[src/rtl/engine_pkg.sv]
// Shared engine definitions: DMA port count, command encodings, address
// width and the arbiter state encoding.
package engine_pkg;

    localparam int DMA_PORTS  = 6;
    localparam int DMA_ADDR_W = 30;

    localparam logic [2:0] CMD_WRITE = 3'b000;
    localparam logic [2:0] CMD_READ  = 3'b001;

    typedef enum logic [2:0] {
        ST_IDLE  = 3'd0,
        ST_GRANT = 3'd1,
        ST_ISSUE = 3'd2,
        ST_XFER  = 3'd3,
        ST_DONE  = 3'd4
    } arb_state_t;

    // One-hot port vector for a port index.
    function automatic logic [DMA_PORTS-1:0] port_onehot(input logic [2:0] idx);
        port_onehot = {{(DMA_PORTS-1){1'b0}}, 1'b1} << idx;
    endfunction

    // Round-robin successor of a port index, wrapping 5 -> 0.
    function automatic logic [2:0] next_ptr(input logic [2:0] idx);
        next_ptr = (idx == 3'(DMA_PORTS - 1)) ? 3'd0 : idx + 3'd1;
    endfunction

endpackage

[src/rtl/rr_pick6.sv]
// Combinational round-robin priority encoder for the six DMA ports:
// returns the first requesting port at or above ptr, wrapping modulo 6.
module rr_pick6
    import engine_pkg::*;
(
    input  logic [DMA_PORTS-1:0] req,
    input  logic [2:0]           ptr,
    output logic [2:0]           idx,
    output logic                 found
);

    // Scan from the far end back toward ptr so the nearest requester wins.
    always_comb begin
        logic [3:0] sum;
        logic [2:0] cand;
        idx   = 3'd0;
        found = 1'b0;
        sum   = 4'd0;
        cand  = 3'd0;
        for (int k = DMA_PORTS - 1; k >= 0; k--) begin
            sum  = {1'b0, ptr} + 4'(k);
            cand = (sum >= 4'(DMA_PORTS)) ? 3'(sum - 4'(DMA_PORTS)) : sum[2:0];
            if (req[cand]) begin
                idx   = cand;
                found = 1'b1;
            end
        end
    end

endmodule

[src/rtl/dma_port_arbiter.sv]
// Shares the memory-controller command channel among the six DMA ports.
// Each grant issues one fixed-length burst; ports are served round-robin.
// No data path: beats flow directly between engine FIFOs and the controller.
//
//   state    | meaning
//   ---------+--------------------------------------------------------------
//   ST_IDLE  | no burst owned; pick next requester from rr_ptr
//   ST_GRANT | grant and command fields driven; strobe prepared for ISSUE
//   ST_ISSUE | mem_cmd_en strobes once the command FIFO has room
//   ST_XFER  | counting beats until the burst is complete
//   ST_DONE  | port_done pulse, advance rr_ptr, release the grant
module dma_port_arbiter
    import engine_pkg::*;
#(
    parameter int                   BURST_LEN  = 16,
    parameter int                   ADDR_W     = DMA_ADDR_W,
    parameter logic [DMA_PORTS-1:0] WRITE_MASK = 6'b000011
) (
    input  logic                        clk,
    input  logic                        rst,
    input  logic [DMA_PORTS-1:0]        port_req,
    input  logic [DMA_PORTS*ADDR_W-1:0] port_addr,
    output logic [DMA_PORTS-1:0]        port_grant,
    output logic [DMA_PORTS-1:0]        port_done,
    output logic                        mem_cmd_en,
    output logic [2:0]                  mem_cmd_instr,
    output logic [ADDR_W-1:0]           mem_cmd_addr,
    output logic [5:0]                  mem_cmd_bl,
    input  logic                        mem_cmd_full,
    input  logic                        mem_beat,
    output logic                        busy
);

    localparam logic [6:0] LAST_BEAT = 7'(BURST_LEN - 1);
    localparam logic [6:0] FULL_CNT  = 7'(BURST_LEN);

    arb_state_t        state;
    logic [2:0]        rr_ptr;
    logic [2:0]        grant_idx;
    logic [6:0]        beat_cnt;
    logic [2:0]        pick_idx;
    logic              pick_found;
    logic [ADDR_W-1:0] addr_slot [DMA_PORTS];

    assign mem_cmd_bl = 6'(BURST_LEN - 1);

    for (genvar g = 0; g < DMA_PORTS; g++) begin : g_addr_slot
        assign addr_slot[g] = port_addr[g*ADDR_W +: ADDR_W];
    end

    rr_pick6 u_pick (
        .req   (port_req),
        .ptr   (rr_ptr),
        .idx   (pick_idx),
        .found (pick_found)
    );

    // Burst sequencer. mem_cmd_en is registered, so the strobe is prepared one
    // cycle ahead from the mem_cmd_full level seen in GRANT/ISSUE; ISSUE exits
    // on the cycle the strobe is actually high. Early write beats seen in ISSUE
    // count toward the burst.
    always_ff @(posedge clk or posedge rst) begin
        if (rst) begin
            state         <= ST_IDLE;
            rr_ptr        <= 3'd0;
            grant_idx     <= 3'd0;
            beat_cnt      <= 7'd0;
            port_grant    <= '0;
            port_done     <= '0;
            mem_cmd_en    <= 1'b0;
            mem_cmd_instr <= CMD_WRITE;
            mem_cmd_addr  <= '0;
            busy          <= 1'b0;
        end else begin
            mem_cmd_en <= 1'b0;
            port_done  <= '0;
            case (state)
                ST_IDLE: begin
                    if (pick_found) begin
                        grant_idx     <= pick_idx;
                        mem_cmd_addr  <= addr_slot[pick_idx];
                        mem_cmd_instr <= WRITE_MASK[pick_idx] ? CMD_WRITE : CMD_READ;
                        port_grant    <= port_onehot(pick_idx);
                        busy          <= 1'b1;
                        state         <= ST_GRANT;
                    end
                end
                ST_GRANT: begin
                    mem_cmd_en <= ~mem_cmd_full;
                    state      <= ST_ISSUE;
                end
                ST_ISSUE: begin
                    if (mem_beat && beat_cnt < FULL_CNT) begin
                        beat_cnt <= beat_cnt + 7'd1;
                    end
                    if (mem_cmd_en) begin
                        state <= ST_XFER;
                    end else begin
                        mem_cmd_en <= ~mem_cmd_full;
                    end
                end
                ST_XFER: begin
                    // A burst whose beats all arrived early finishes without more beats.
                    if (beat_cnt == FULL_CNT || (mem_beat && beat_cnt == LAST_BEAT)) begin
                        port_done <= port_grant;
                        state     <= ST_DONE;
                    end
                    if (mem_beat && beat_cnt < FULL_CNT) begin
                        beat_cnt <= beat_cnt + 7'd1;
                    end
                end
                ST_DONE: begin
                    beat_cnt   <= 7'd0;
                    rr_ptr     <= next_ptr(grant_idx);
                    port_grant <= '0;
                    busy       <= 1'b0;
                    state      <= ST_IDLE;
                end
                default: begin
                    state <= ST_IDLE;
                end
            endcase
        end
    end

endmodule
[config.mk]
export PLATFORM = sky130hd
export DESIGN_NAME = dma_port_arbiter
export DESIGN_NICKNAME = d
export VERILOG_FILES = /design/src/rtl/engine_pkg.sv /design/src/rtl/rr_pick6.sv /design/src/rtl/dma_port_arbiter.sv
export SDC_FILE = /design/constraint.sdc
export NUM_CORES = 1
export LEC_CHECK = 0
export ABC_AREA = 1
export BUFFER_PORTS_ARGS = -buffer_cell sky130_fd_sc_hd__buf_2
export CAP_MARGIN = 10
export CORE_MARGIN = 3
export CORE_UTILIZATION = 30
export CTS_CLUSTER_DIAMETER = 30
export DETAILED_ROUTE_END_ITERATION = 16
export HOLD_SLACK_MARGIN = 0.03
export SLEW_MARGIN = 20
export SYNTH_ARGS = -nofsm -noshare
export SYNTH_HDL_FRONTEND = slang
export SYNTH_HIERARCHICAL = 1
export SYNTH_SLANG_ARGS = --single-unit
[constraint.sdc]
create_clock -name clk -period 6.3 [get_ports clk]
set_input_delay 0.63 -clock clk [delete_from_list [all_inputs] [get_ports clk]]
set_output_delay 0.63 -clock clk [all_outputs]
set_load 0.03 [all_outputs]
==> results of run 1 <==
[worst max-delay path: stages, from the launching register on]
cell     delay [ps]
dfrtp_1         700
inv_1           230
ha_1            500
inv_2           130
nand2_4          90
nand2_1          70
nand2_1          60
nand2_1          80
nand2_1         110
nor2_1           50
o21ai_1         180
nand3_1          90
nand2_1          70
nand2_1          60
a21oi_2         310
inv_1           140
nor2_4          610
buf_4           440
nand2_1          80
nand4_1          90
nand2_1          80
nand3_1         110
[synthesized netlist by cell type (all sizes together)]
cell,count
nor2,35
and3,1
o211ai,1
o21a,2
inv,64
nand3,70
a21oi,13
clkbuf,3
nand4,31
nand2,402
buf,34
clkinv,1
a21boi,2
nor3,5
conb,2
xor2,2
o21ai,25
dfrtp,61
xnor2,1
ha,11
nand3b,1
[metrics by stage]
| stage | setup WS (ps) | cells | util, % |
|---|---|---|---|
| 3_3_place_gp | 1880 | 1185 | 39.2 |
| 5_1_grt | 1510 | 1201 | 41.4 |
| 3_5_place_dp | 1990 | 1185 | 39.2 |
| 4_1_cts | 1970 | 1201 | 41.4 |
| 2_1_floorplan | 3340 | 773 | - |
| 6_report | 1940 | 1201 | 41.4 |
[cells in the final DEF, fill, tap and decap left out, types with 5 or more instances in the layout]
cell	n
clkbuf_16	9
ha_1	11
nand3_1	67
nor2_1	26
nor2_4	5
dfrtp_1	61
inv_2	9
nand2_2	9
nand4_1	31
inv_1	55
a21oi_1	11
conb_1	8
nand2_1	392
o21ai_1	10
o21ai_0	14
buf_2	234
[per-layer routing]
layer  wire length, um  vias up
met1              7140     2464
li1                  -     2831
met3              1020       21
met4               214        2
met2              7890      192
met5                18        -
[flip-flops by register name, summed over array words and instances, names as in the netlist]
register and count:
port_grant 6, busy 1, mem_cmd_en 1, rr_ptr 3, port_done 6, mem_cmd_instr 1
mem_cmd_addr 30, beat_cnt 7, grant_idx 3, state 3
[cell families after synthesis]
family          synth area share, %
fa+ha+maj                      2.91
xor+xnor                      0.556
buf+inv                        9.87
flops                          32.3
compound gates                 5.05
simple gates                   49.2
other cells                   0.159
[worst max-delay path by stage]
stage,end,slack [ps],depth (start not counted)
floorplan,mem_cmd_addr[0]$_DFFE_PP0P_,3340,21
global placement,mem_cmd_addr[5]$_DFFE_PP0P_,1880,20
detailed placement,mem_cmd_addr[7]$_DFFE_PP0P_,1990,21
CTS,mem_cmd_addr[7]$_DFFE_PP0P_,1970,21
global route,mem_cmd_addr[2]$_DFFE_PP0P_,1510,20
finish,mem_cmd_addr[7]$_DFFE_PP0P_,1940,21
[layout make-up]
cell class | instances | share of cell area (%)
Clock buffer | 9 | 3.55
Clock inverter | 7 | 1.62
Inverter | 65 | 3.85
Multi-Input combinational cell | 610 | 43.8
Sequential cell | 61 | 24.1
Tap cell | 211 | 4.17
Timing Repair Buffer | 238 | 18.9
==> flow_summary.toml, run 1 <==
[cells_and_area]
ff_latch_area_um2 = 1530
antenna_cells = 0
design_area_um2 = 6340
drive_above_1_share_pct = 29.2
fin_nets = 1186
area_growth_pct = 34.0
multi_input_comb_area_um2 = 2780
fillers = 1656

[synthesis]
synth_seq_cells = 61
yosysWarnings = 6
yosys-top-cells-area = "dfrtp_1, nand2_1, nand3_1, inv_1, nand4_1"
synth.top_cell.area_share_pct = 32.3
netlist_area_um2 = 4730
yosys.cell_types.count = 34
avgSynthCellArea_um2 = 6.17
synth_largest_area_cell = "dfrtp_1"
synthCells = 767
synth-seq-area-share_pct = 32.3

[die]
die_w_um = 132
start_util_pct = 30.9
die_h_um = 132
rows = 45
coreArea_um2 = 15300
die_area_um2 = 17300
pin_count = 243

[place]
dpl.hpwl_mm = 12.4
placed_cell_area_um2 = 6010
place.gp.congestion = 0.906
numPortBuffers = 234

[cts]
clock_sinks = 61
ctsResizeCount = 0
clock_path_buffers = 2
clk_pin_slew_ps = 60
postCtsHoldBufs = 0
cts-buffers-inserted = 9
clock_latency_ps = 330
htree_levels = 3
post_cts_buffers = 0
cts_tree = "done"
cts_root_buf = "clkbuf_16"

[setup_path]
r2r_end = "mem_cmd_addr[7]$_DFFE_PP0P_"
r2r_slack_ps = 1940
r2r_cells = 21
end_kind = "register"
critical_path_class = "reg2reg"
crit_start = "rr_ptr[0]$_DFFE_PP0P_"
start_kind = "register"
worstPathArrival_ps = 4630
r2r_start = "rr_ptr[0]$_DFFE_PP0P_"
critPathMaxFanout = 33
cp.required_ps = 6570

[global_route]
grt-busiest-layer = "met2"
grtUsageTotal_pct = 18.4
met1_usage_pct = 22.5
grt_overflow = 0
grt_max_degree = 62
grt_pass1_vias = 5259
grt_use_met2_pct = 32.6
grt_pass1_wl_mm = 26.0
met3_usage_pct = 4.17
antenna_found_initial = 1

[sta]
max_freq_mhz = 229
whs_ps = 445
finalSetupTns_ps = 0
hold_viol_final = 0
skew_ps = 6.24
setup_violations = 0
drv_slew = 0
min_period_ps = 4360
rsz0062_at_grt = "no"
tightestPinTransition_ps = 865
finalCritPeriodShare_pct = 69.2
slew_headroom_pct = 42.2

[route]
drtAntennaViolNets = 0
first_pass_iters = 5
finalWirelength_mm = 16.3
wl_per_cell_um = 13.6
remaining_drc_errors = 0
drt-initial-drc-count = 238
vias = 5510
post_drt_via_cell_ratio = 4.59

[worst_hold_path]
min_from = "mem_cmd_full"
min_to = "mem_cmd_en$_DFF_PP0_"
hp-class = "in2reg"
worstHoldPathCells = 2

[run_status]
outcome = "complete, no violations"

[run]
maxCapViolCount = 0
Power of run 1 is not shown: default switching activity piles up to over one toggle a cycle in this logic, so the estimate is an artifact.
==> run 2: changes to the inputs <==
- clock period: 6.3 -> 3.79 ns (I/O delays scaled with it)
==> flow_summary.toml, run 2 (synthesized netlist as in run 1, its figures left out) <==
[run_status]
outcome = "complete, no violations"

[route]
post_drt_via_cell_ratio = 4.55
drt-initial-drc-count = 342
first_pass_iters = 5
remaining_drc_errors = 0
finalWirelength_mm = 16.9
wl_per_cell_um = 13.9
vias = 5527
drtAntennaViolNets = 0

[setup_path]
critical_path_class = "reg2reg"
start_kind = "register"
r2r_cells = 21
critPathMaxFanout = 49
cp.required_ps = 4050
r2r_end = "mem_cmd_addr[6]$_DFFE_PP0P_"
end_kind = "register"
crit_start = "rr_ptr[1]$_DFFE_PP0P_"
worstPathArrival_ps = 3530
r2r_slack_ps = 520
r2r_start = "rr_ptr[1]$_DFFE_PP0P_"
cp-endpoint = "mem_cmd_addr[6]$_DFFE_PP0P_"

[cells_and_area]
largest_reg_flops = 30
max_flop_register = "mem_cmd_addr"
layout_common_cells = "nand2_1, buf_2, nand3_1"
multi_input_comb_area_um2 = 2780
fillers = 1670
drive_above_1_share_pct = 30.2
antenna_cells = 0
final_common_cell = "nand2_1"
area_growth_pct = 36.7
largestRegisters = "mem_cmd_addr x30, beat_cnt x7"
ff_latch_area_um2 = 1530
fin_nets = 1200

[sta]
finalSetupTns_ps = 0
whs_ps = 192
drv_slew = 0
finalCritPeriodShare_pct = 86.3
hold_viol_final = 0
slew_headroom_pct = 44.6
setup_violations = 0
max_freq_mhz = 306
rsz0062_at_grt = "no"
skew_ps = 6.26
tightestPinTransition_ps = 830
min_period_ps = 3270

[die]
die_w_um = 132
die_area_um2 = 17300
pin_count = 243
start_util_pct = 30.9
rows = 45
die_h_um = 132
coreArea_um2 = 15300

[cts]
cts_root_buf = "clkbuf_16"
postCtsHoldBufs = 0
clock_path_buffers = 2
clock_latency_ps = 330
cts-buffers-inserted = 9
cts_tree = "done"
clock_sinks = 61
clk_pin_slew_ps = 60
htree_levels = 3

[global_route]
grt_max_degree = 50
grt_pass1_vias = 5246
grt_overflow = 0
antenna_found_initial = 1
grtUsageTotal_pct = 18.9
grt_pass1_wl_mm = 26.8

[place]
dpl.hpwl_mm = 13.3
numPortBuffers = 234
place.gp.congestion = 0.906

[worst_hold_path]
hp-class = "in2reg"

[run]
maxCapViolCount = 0
-- run 2: metal layers --
metal / vias to the layer above / global-route usage (%) / wire length, um
met5: - / 0 / 7
met4: 2 / 3.73 / 182
met3: 15 / 3.98 / 1060
met2: 202 / 32.4 / 8110
met1: 2451 / 24.8 / 7540
li1: 2857 / - / -
-- run 2: worst min path at each step --
stage	startpoint	depth (start not counted)	endpoint	slack, ps
4_1_cts	mem_cmd_full	2	mem_cmd_en$_DFF_PP0_	180
2_1_floorplan	mem_cmd_full	1	mem_cmd_en$_DFF_PP0_	440
6_report	mem_cmd_full	2	mem_cmd_en$_DFF_PP0_	190
5_1_grt	mem_cmd_full	2	mem_cmd_en$_DFF_PP0_	190
3_3_place_gp	mem_cmd_addr[14]$_DFFE_PP0P_	2	mem_cmd_addr[14]$_DFFE_PP0P_	480
3_5_place_dp	mem_cmd_addr[9]$_DFFE_PP0P_	2	mem_cmd_addr[9]$_DFFE_PP0P_	480
-- run 2: through the flow --
stage               setup WS [ps]  cells  util (%)  area (um^2)
floorplan                     832    773         -         4750
global placement              362   1194      40.2         6150
finish                        520   1215      42.2         6470
CTS                           253   1210      42.0         6430
global route                  140   1215      42.2         6470
detailed placement            274   1194      40.2         6150
-- run 2: repair_timing --
item | CTS | global route
hold endpoints to repair | 0 | 0
setup buffers | 0 | 5
endpoints found under the setup margin | 0 | 14
resized for setup | 0 | 1
-- run 2: worst max-delay path: stages, from the launching register on --
cell and delay [ps]:
dfrtp_2 460, inv_1 150, ha_1 450, inv_2 120, nand2_4 90, nand3_4 70
nand2_2 80, nand2_2 60, nand2_2 100, nand2_1 70, nand3_2 80, nand2_2 70
nor2_2 140, a21oi_1 100, a21oi_2 250, inv_1 130, nor2_4 200, buf_12 260
nand2_1 90, nand2_1 90, nand2_1 60, nand3_1 80
-- run 2: layout make-up --
class                      instances  area share (%)
multi-input combinational        610            42.9
timing repair buffer             252            21.4
tap                              211            4.08
inverter                          65            3.77
sequential                        61            23.6
clock buffer                       9            3.48
clock inverter                     7           0.793
Power of run 2 is left out for the same reason.
==> run 3: changes to the inputs <==
- ABC_AREA: 1 -> unset
==> flow_summary.toml, run 3 <==
[synthesis]
synth_largest_area_cell = "dfrtp_1"
synthTopCellsByCount = "dfrtp_1, a21oi_1, nor2_1, mux2_2, mux4_2"
avgSynthCellArea_um2 = 10.2
yosys-top-cells-area = "dfrtp_1, mux4_2, mux2_2, a22oi_1, a21oi_1"
yosys.cell_types.count = 61
synth.top_cell.area_share_pct = 32.6
synthFlopType = "dfrtp_1"
async_flop_share_pct = 100
synth.most_common_cell = "dfrtp_1"
synthCells = 460
synth_edf_count = 0
synth_seq_cells = 61
synth-seq-area-share_pct = 32.6
netlist_area_um2 = 4680
yosysWarnings = 6

[sta]
setup_violations = 0
tightestPinTransition_ps = 983
drv_slew = 0
layout_setup_ws_ps = 93.4
skew_ps = 4.53
max_freq_mhz = 271
finalCritPeriodShare_pct = 97.5
slew_headroom_pct = 34.3
min_period_ps = 3700
hold_viol_final = 0

[die]
die_w_um = 131
die_h_um = 131
coreArea_um2 = 15200
die_area_um2 = 17100
start_util_pct = 30.8
rows = 45
pin_count = 243

[power]
cellLeakagePower_uw = 0.00312
ir_drop_mv = 0.370
p_per_area_nw_per_um2 = 930
total_power_uw = 6250

[setup_path]
crit_slowest_cell = "mux4_2"
worstPathArrival_ps = 3860
critPathMaxFanout = 10
worst-path-buf-inv = 5
end_kind = "register"
critical_path_class = "reg2reg"
crit_family = "compound AO/OA/AOI/OAI gates"
critical-path-max-stage-delay_ps = 510
start_kind = "register"
crit_chain = "inv_1 > buf_4 > ha_1 > a21oi_1 > buf_4 > mux2i_1 > a311o_1 > nor4_1 > a211oi_2 > o22ai_4 > buf_12 > buf_8 > mux4_2 > a22oi_1 > a21oi_1"
cp.required_ps = 3960

[global_route]
grt_pass1_wl_mm = 22.8
grt_overflow = 0
grt_pass1_vias = 4450
grtUsageTotal_pct = 17.2
grt_max_degree = 36
antenna_found_initial = 2

[cells_and_area]
fin_nets = 904
max_flop_register = "mem_cmd_addr"
largest_reg_flops = 30
largestRegisters = "mem_cmd_addr x30, beat_cnt x7"
drive_above_1_share_pct = 54.0
final_common_cell = "buf_2"
area_growth_pct = 43.7
layout_common_cells = "buf_2, dfrtp_1, nor2_1, a21oi_1, mux2_2"

[route]
remaining_drc_errors = 0
drt-initial-drc-count = 260
vias = 4604
drtAntennaViolNets = 0
wl_per_cell_um = 17.7
post_drt_via_cell_ratio = 5.13
finalWirelength_mm = 15.9
first_pass_iters = 4

[place]
place_ws_ps = -118
numPortBuffers = 234
dpl.hpwl_mm = 12.6
place.gp.congestion = 0.849

[worst_hold_path]
hp-class = "in2async"

[cts]
cts_root_buf = "clkbuf_16"
cts_tree = "done"
clock_sinks = 61
clock_latency_ps = 330
clock_path_buffers = 2
postCtsHoldBufs = 0
clk_pin_slew_ps = 50
htree_levels = 3
cts-buffers-inserted = 9

[run_status]
outcome = "complete, no violations"

[run]
maxCapViolCount = 0
run 3: worst paths after layout:
check / slack [ps] / cells past startpoint / from / end
worst max-delay path: 90 / 15 / rr_ptr[1]$_DFFE_PP0P_ / mem_cmd_addr[0]$_DFFE_PP0P_
worst min register to register: 480 / 1 / busy$_DFFE_PP0P_ / busy$_DFFE_PP0P_
min in group clk: 200 / 2 / mem_cmd_full / mem_cmd_en$_DFF_PP0_
worst max register to register: 90 / 15 / rr_ptr[1]$_DFFE_PP0P_ / mem_cmd_addr[0]$_DFFE_PP0P_
worst min-delay path: 130 / 2 / rst / mem_cmd_addr[25]$_DFFE_PP0P_
max in group asynchronous: 2760 / 3 / rst / rr_ptr[1]$_DFFE_PP0P_
run 3: through the flow:
stage               cell area [um^2]  instances  TNS [ps]  hold slack, ps  utilization (%)
detailed placement              6190        872     -1590             472             40.7
finish                          6720        897         0             128             44.2
floorplan                       4750        466         0             450                -
global placement                6190        872         0             457             40.7
CTS                             6530        888         0             144             43.0
global route                    6720        897      -187             177             44.2
run 3: cells by family (layout without fill, tap and decap cells):
family | count (synthesis) | after routing | share of synthesized area (%)
compound gates | 119 | 119 | 17.0
buf+inv | 62 | 302 | 6.31
fa+ha+maj | 11 | 11 | 2.94
mux | 79 | 79 | 26.3
xor+xnor | 5 | 5 | 0.936
other cells | 2 | 10 | 0.161
flops | 61 | 61 | 32.6
simple gates | 121 | 122 | 13.8
run 3: per-layer routing:
metal  wire length, um  global-route usage (%)
met1              6390                    21.8
met5                 0                       0
met3              1090                    4.43
met2              8250                    29.0
met4               166                    5.26
run 3: area by class of cell:
cell class	instances	area (um^2)
diodes	2	5.00
multi-input cells	344	3010
fillers	1477	8480
clock buffers	10	239
clock inverters	5	75.1
well taps	188	235
repair buffers	270	1560
flip-flops and latches	61	1530
inverters	17	63.8
run 3: timing repair:
| item | 4_1_cts | 5_1_grt |
|---|---|---|
| gates resized for setup | 2 | 19 |
| setup buffers | 0 | 5 |
| cloned | 1 | 2 |
| endpoints found under the setup margin | 31 | 30 |
| pin swaps | 1 | 3 |
run 3: where the power goes:
part	switching, uW	internal, uW	total, uW
sequential	246	926	1170
combinational	2140	2070	4210
clock	285	585	871
total	2670	3580	6250
No activity file was read; power rests on OpenSTA's default activity.
